<file path="config.mk">
export PLATFORM = sky130hd
export DESIGN_NAME = mult_div_unit
export DESIGN_NICKNAME = d
export VERILOG_FILES = /design/src/rtl/mult_div_unit_pkg.sv /design/src/rtl/mult_div_unit_md_sign_fix.sv /design/src/rtl/mult_div_unit.sv
export SDC_FILE = /design/constraint.sdc
export NUM_CORES = 1
export LEC_CHECK = 0
export ABC_CLOCK_PERIOD_IN_PS = 7470
export CAP_MARGIN = 0
export CORE_UTILIZATION = 55
export DETAILED_ROUTE_END_ITERATION = 10
export HOLD_SLACK_MARGIN = 0.02
export MAX_ROUTING_LAYER = met4
export PLACE_DENSITY = 0.73
export SYNTH_ARGS = -nofsm -noshare
export SYNTH_HDL_FRONTEND = slang
export SYNTH_SLANG_ARGS = --single-unit
</file>
<file path="constraint.sdc">
create_clock -name clk -period 7.47 [get_ports clk]
set_input_delay 1.1205 -clock clk [delete_from_list [all_inputs] [get_ports clk]]
set_output_delay 1.1205 -clock clk [all_outputs]
set_load 0.05 [all_outputs]
</file>
<file path="src/rtl/mult_div_unit_pkg.sv">
// Shared op codes, FSM state type and op-classification helpers for mult_div_unit.
package mult_div_unit_pkg;

  localparam logic [2:0] MD_MULT  = 3'd0;
  localparam logic [2:0] MD_MULTU = 3'd1;
  localparam logic [2:0] MD_DIV   = 3'd2;
  localparam logic [2:0] MD_DIVU  = 3'd3;
  localparam logic [2:0] MD_MTHI  = 3'd4;
  localparam logic [2:0] MD_MTLO  = 3'd5;

  typedef enum logic [1:0] {
    ST_IDLE = 2'd0,
    ST_RUN  = 2'd1,
    ST_FIX  = 2'd2
  } md_state_t;

  function automatic logic md_is_div(input logic [2:0] op);
    return (op == MD_DIV) || (op == MD_DIVU);
  endfunction

  function automatic logic md_is_iter(input logic [2:0] op);
    return (op == MD_MULT) || (op == MD_MULTU) || (op == MD_DIV) || (op == MD_DIVU);
  endfunction

  function automatic logic md_is_signed(input logic [2:0] op);
    return (op == MD_MULT) || (op == MD_DIV);
  endfunction

endpackage

</file>
<file path="src/rtl/mult_div_unit_md_sign_fix.sv">
// Conditional two's-complement negate: magnitude extraction at operand latch
// and sign restoration of results.
module md_sign_fix #(
  parameter int WIDTH = 32
) (
  input  logic [WIDTH-1:0] value,
  input  logic             neg,
  output logic [WIDTH-1:0] result
);

  assign result = neg ? (~value + WIDTH'(1)) : value;

endmodule

</file>
<file path="src/rtl/mult_div_unit.sv">
// Iterative MULT/MULTU/DIV/DIVU unit with HI/LO registers and MTHI/MTLO writes.
// Optional macro MDU_DIVZERO_EXC_EN: division by zero completes at once with div_zero.
//
// state    | meaning
// ST_IDLE  | waiting for start; MT* writes and ignored ops handled here
// ST_RUN   | one multiply/divide bit per cycle, WIDTH cycles
// ST_FIX   | sign correction and hi/lo write-back, done pulse
import mult_div_unit_pkg::*;

module mult_div_unit #(
  parameter int WIDTH = 32,
  parameter int CNT_W = 6
) (
  input  logic             clk,
  input  logic             reset,
  input  logic             start,
  input  logic [2:0]       md_op,
  input  logic [WIDTH-1:0] a,
  input  logic [WIDTH-1:0] b,
  output logic             busy,
  output logic             done,
  output logic             div_zero,
  output logic [WIDTH-1:0] hi,
  output logic [WIDTH-1:0] lo
);

  md_state_t        state;
  logic [CNT_W-1:0] cnt;
  logic [WIDTH-1:0] acc_hi;
  logic [WIDTH-1:0] acc_lo;
  logic [WIDTH-1:0] opnd;
  logic             op_div;
  logic             sgn_a;
  logic             sgn_b;
  logic             div_zero_r;
`ifndef MDU_DIVZERO_EXC_EN
  logic             div_by_zero;
`endif

  logic             neg_a;
  logic             neg_b;
  logic             b_zero;
  logic [WIDTH-1:0] abs_a;
  logic [WIDTH-1:0] abs_b;

  assign neg_a  = md_is_signed(md_op) & a[WIDTH-1];
  assign neg_b  = md_is_signed(md_op) & b[WIDTH-1];
  assign b_zero = (b == '0);

  md_sign_fix #(.WIDTH(WIDTH)) u_abs_a (.value(a), .neg(neg_a), .result(abs_a));
  md_sign_fix #(.WIDTH(WIDTH)) u_abs_b (.value(b), .neg(neg_b), .result(abs_b));

  // Multiply step: conditional add into the upper half, then shift the pair right.
  logic [WIDTH:0] mac_sum;
  assign mac_sum = {1'b0, acc_hi} + (acc_lo[0] ? {1'b0, opnd} : '0);

  // Restoring divide step: partial remainder in acc_hi, dividend/quotient in acc_lo.
  logic [WIDTH:0]   shifted;
  logic [WIDTH:0]   trial;
  logic             fits;
  logic             unused_trial_msb;
  assign shifted          = {acc_hi, acc_lo[WIDTH-1]};
  assign trial            = shifted - {1'b0, opnd};
  assign fits             = (shifted >= {1'b0, opnd});
  assign unused_trial_msb = trial[WIDTH];

  logic [2*WIDTH-1:0] prod_fixed;
  logic [WIDTH-1:0]   quo_fixed;
  logic [WIDTH-1:0]   rem_fixed;

  md_sign_fix #(.WIDTH(2*WIDTH)) u_fix_prod (
    .value({acc_hi, acc_lo}), .neg(sgn_a ^ sgn_b), .result(prod_fixed));
  md_sign_fix #(.WIDTH(WIDTH)) u_fix_quo (
    .value(acc_lo), .neg(sgn_a ^ sgn_b), .result(quo_fixed));
  md_sign_fix #(.WIDTH(WIDTH)) u_fix_rem (
    .value(acc_hi), .neg(sgn_a), .result(rem_fixed));

  assign div_zero = div_zero_r;

  always_ff @(posedge clk or posedge reset) begin
    if (reset) begin
      state       <= ST_IDLE;
      cnt         <= '0;
      acc_hi      <= '0;
      acc_lo      <= '0;
      opnd        <= '0;
      op_div      <= 1'b0;
      sgn_a       <= 1'b0;
      sgn_b       <= 1'b0;
      busy        <= 1'b0;
      done        <= 1'b0;
      div_zero_r  <= 1'b0;
      hi          <= '0;
      lo          <= '0;
`ifndef MDU_DIVZERO_EXC_EN
      div_by_zero <= 1'b0;
`endif
    end else begin
      done       <= 1'b0;
      div_zero_r <= 1'b0;
      case (state)
        ST_IDLE: begin
          if (start) begin
            if (md_op == MD_MTHI) begin
              hi   <= a;
              done <= 1'b1;
            end else if (md_op == MD_MTLO) begin
              lo   <= a;
              done <= 1'b1;
            end else if (md_is_iter(md_op)) begin
`ifdef MDU_DIVZERO_EXC_EN
              if (md_is_div(md_op) && b_zero) begin
                done       <= 1'b1;
                div_zero_r <= 1'b1;
              end else begin
                op_div <= md_is_div(md_op);
                sgn_a  <= neg_a;
                sgn_b  <= neg_b;
                acc_hi <= '0;
                acc_lo <= abs_a;
                opnd   <= abs_b;
                cnt    <= '0;
                busy   <= 1'b1;
                state  <= ST_RUN;
              end
`else
              // A zero divisor keeps the raw dividend so it emerges unmodified as the remainder.
              div_by_zero <= md_is_div(md_op) && b_zero;
              op_div      <= md_is_div(md_op);
              sgn_a       <= neg_a;
              sgn_b       <= neg_b;
              acc_hi      <= '0;
              acc_lo      <= (md_is_div(md_op) && b_zero) ? a : abs_a;
              opnd        <= abs_b;
              cnt         <= '0;
              busy        <= 1'b1;
              state       <= ST_RUN;
`endif
            end
          end
        end

        ST_RUN: begin
          if (op_div) begin
            acc_hi <= fits ? trial[WIDTH-1:0] : shifted[WIDTH-1:0];
            acc_lo <= {acc_lo[WIDTH-2:0], fits};
          end else begin
            acc_hi <= mac_sum[WIDTH:1];
            acc_lo <= {mac_sum[0], acc_lo[WIDTH-1:1]};
          end
          cnt <= cnt + CNT_W'(1);
          if (cnt == CNT_W'(WIDTH - 1)) begin
            state <= ST_FIX;
          end
        end

        ST_FIX: begin
          if (op_div) begin
`ifndef MDU_DIVZERO_EXC_EN
            if (div_by_zero) begin
              hi <= acc_hi;
              lo <= acc_lo;
            end else begin
              hi <= rem_fixed;
              lo <= quo_fixed;
            end
`else
            hi <= rem_fixed;
            lo <= quo_fixed;
`endif
          end else begin
            {hi, lo} <= prod_fixed;
          end
          done  <= 1'b1;
          busy  <= 1'b0;
          state <= ST_IDLE;
        end

        default: state <= ST_IDLE;
      endcase
    end
  end

endmodule

</file>
==> key figures <==
Power
  • Sequential share of power: 23.6%
  • Cell internal pwr: 3.79 mW
  • LEAKAGE: 6.99 nW
  • Power Dens Cells: 476 mW/mm2
  • Switching power share of the total: 51.9%
  • NetSw: 4.08 mW
  • VDD IR max: 229 uV
  • Clock power frac: 11.8%
  • Comb pwr share: 64.6%

STA
  • Final setup violation count: 0
  • Pins Over Slew Limit: 0
  • Final period utilization: 61.5%
  • Clock Skews: 16.7 ps
  • Post-route setup TNS: 0 ps
  • Rel. slew slack: 18.8%
  • Final Hold Vio Count: 0
  • RSZ-0062 raised after global routing: no
  • Max Clk Rate: 218 MHz
  • Least-Margin Pin Slew: 1220 ps
  • Final min period: 4600 ps

Global routing
  • Vias in the first global route: 12922
  • Total gr overflow: 0
  • Pin count of the biggest net entering global routing: 102
  • First-pass GRT wire length: 70900 um
  • Initial antenna violation count: 0
  • Total track usage: 35.2%

Final layout
  • Syn-to-layout area delta: 15.0%
  • Commonest cells after routing, fill and taps aside: 218 x o21ai_0, 190 x nand2_1, 173 x dfrtp_1
  • Final core utilization: 65.1%
  • N_diodes: 0
  • Final nets: 2012
  • Share of cells above drive strength 1: 4.41%
  • Commonest non-fill, non-tap cell in the layout: o21ai_0
  • Fillers: 2294

Synthesis
  • Yosys warning count: 0
  • Synthesized flop and latch total: 174
  • Post-synth top area share: 30.3%
  • Post-synth ARST share: 100%
  • Sequential share of the synthesized area: 30.3%
  • Main synth FF type: dfrtp_1
  • Netlist cell types: 76
  • Dominant cells by area after synthesis: dfrtp_1 30%, o21ai_0 7.6%, mux2i_1 6.6%
  • Post-Syn Area: 0.0144 mm2
  • Mean post-synth cell area: 8.01 um2
  • Number of synthesized flops with an enable pin: 0
  • Synthesized Nets: 1936
  • Post-Syn Instances: 1795
  • Yosys top cell by area: dfrtp_1

Floorplanning
  • Initial core utilization: 56.6%
  • Die W: 164 um
  • Core area: 0.0254 mm2
  • Die Area: 0.0268 mm2
  • I/O pin total: 137
  • Num rows: 58
  • Die Height: 164 um

Routing
  • Drt pass-1 iters: 5
  • DRT iter0 DRCs: 1187
  • DR DRC count: 0
  • DR vias/cell: 6.25
  • Vias: 13846
  • Detailed-route wire length: 45000 um
  • Wirelength per Cell: 20.3 um
  • Antenna Nets Post-Route: 0

Setup path
  • Top fanout value on the critical path: 13
  • CP arrival: 4880 ps
  • WP buf/inv: 1
  • Crit Path Class: input pin to flip-flop
  • Crit path max-delay family: simple AND/OR/NAND/NOR gates
  • CP endpoint kind: flip-flop
  • Slowest-stage cell, CP: nor4_1
  • Critical path required time: 7760 ps
  • Largest stage delay, worst path: 930 ps
  • Startpoint Class: input pin
  • Crit-path cells: clkdlybuf4s50_1 > or4_1 > nor3_2 > nand4b_1 > nor4_1 > nand4_1 > nand3_1 > nor2_1 > xnor2_1 > o21ai_0

CTS
  • Setup Fix Bufs, Post-CTS: 0
  • Htree depth: 4
  • Worst-path clk slew: 80 ps
  • Cts repair resizes: 0
  • Clock buffer depth: 2
  • CTS sink cnt: 174
  • Clk Latency, worst-skew pair: 450 ps
  • CTS tree: yes
  • Clock Tree Root: clkbuf_16
  • Num CTS Buffers: 17
  • Hold Buf Count CTS: 0

Placement
  • GP Congestion: 0.980
  • Hpwl dp: 33200 um
  • IO buf count: 135

Status
  • Outcome: complete, no violations

Worst hold path
  • Hold crit path type: flip-flop to flip-flop

Job
  • Max cap viols: 0
cell type report:
cell class | instances | area (um2) | area share (%)
timing repair buffer | 153 | 1490 | 8.99
sequential | 174 | 4360 | 26.3
clock buffer | 17 | 425 | 2.57
tap | 330 | 413 | 2.50
inverter | 62 | 238 | 1.44
clock inverter | 15 | 180 | 1.09
multi-input combinational | 1463 | 9440 | 57.1
power groups by stage:
stage          Combinational [mW]  Sequential, mW  Clock, mW
2_1_floorplan                3.56            1.91          0
3_3_place_gp                 4.92            1.85          0
3_5_place_dp                 4.98            1.86          0
4_1_cts                      5.01            1.84      0.934
5_1_grt                      5.56            1.91      0.974
6_report                     5.08            1.86      0.932
Yosys cell counts (all sizes together) (9+ instances only):
library cell  count
nor2            174
o31ai            21
a22oi            13
o21ai           220
xnor2            86
inv              62
o21a             12
mux2i            95
ha               69
and2             13
a31oi            46
o211ai           13
a21oi           122
nand2           193
nand3            30
nor3             36
o41ai            11
or3              11
or4              11
xor2             83
a21o             27
dfrtp           174
clkbuf           78
nor2b            16
buf              18
nand2b           22
a211oi           14
nand4             9
nor4             19
registers in the layout (all words and copies together) (netlist names):
register / flops
acc_hi: 32
acc_lo: 32
hi: 32
lo: 32
opnd: 32
cnt: 6
state: 2
busy: 1
div_by_zero: 1
done: 1
op_div: 1
sgn_a: 1
sgn_b: 1
logic make-up after synthesis:
kind of cell	synth area share [%]
multiplexers	7.16
XOR/XNOR	10.3
AND/OR/NAND/NOR	18.6
AO/OA/AOI/OAI	23.1
flip-flops	30.3
adder cells (fa/ha/maj)	6.28
other	0.0261
buffers and inverters	4.25
stage by stage:
stage          total power [mW]  cells  hold slack, ps  area (um2)  setup slack [ps]
3_5_place_dp               6.84   2182             472       15900              2620
6_report                   7.87   2214             484       16500              2870
3_3_place_gp               6.77   2182             462       15900              2720
5_1_grt                    8.44   2214             498       16500              2750
4_1_cts                    7.79   2214             490       16500              3070
2_1_floorplan              5.47   1795             450       14400              1630
worst paths after layout:
kind                            depth (start not counted)  slack, ps       from    endpoint
worst min-delay path                                    2        480   opnd[21]    opnd[21]
max in group asynchronous                               3       5130      reset  acc_hi[19]
min in group asynchronous                               2       1080      reset      lo[20]
worst min register to register                          2        480   opnd[21]    opnd[21]
worst max-delay path                                   10       2870       b[8]  acc_lo[30]
worst max register to register                         12       2880  acc_lo[0]  acc_hi[27]
per-layer routing:
| layer | up-vias | GRT usage, % | part of all wire, % | routed length, um |
|---|---|---|---|---|
| li1 | 6599 | - | - | - |
| met1 | 6549 | 44.1 | 42 | 19100 |
| met2 | 600 | 58.0 | 48 | 21400 |
| met3 | 98 | 4.16 | 6.6 | 3000 |
| met4 | 0 | 13.6 | 3.5 | 1560 |
| met5 | - | - | 0 | 0 |
tightest hold or removal path, stage by stage, from the launching register on:
cell	delay, ps
dfrtp_1	350
nand2_1	40
o21ai_0	60
Note: power is estimated with default switching activity, not from simulation.
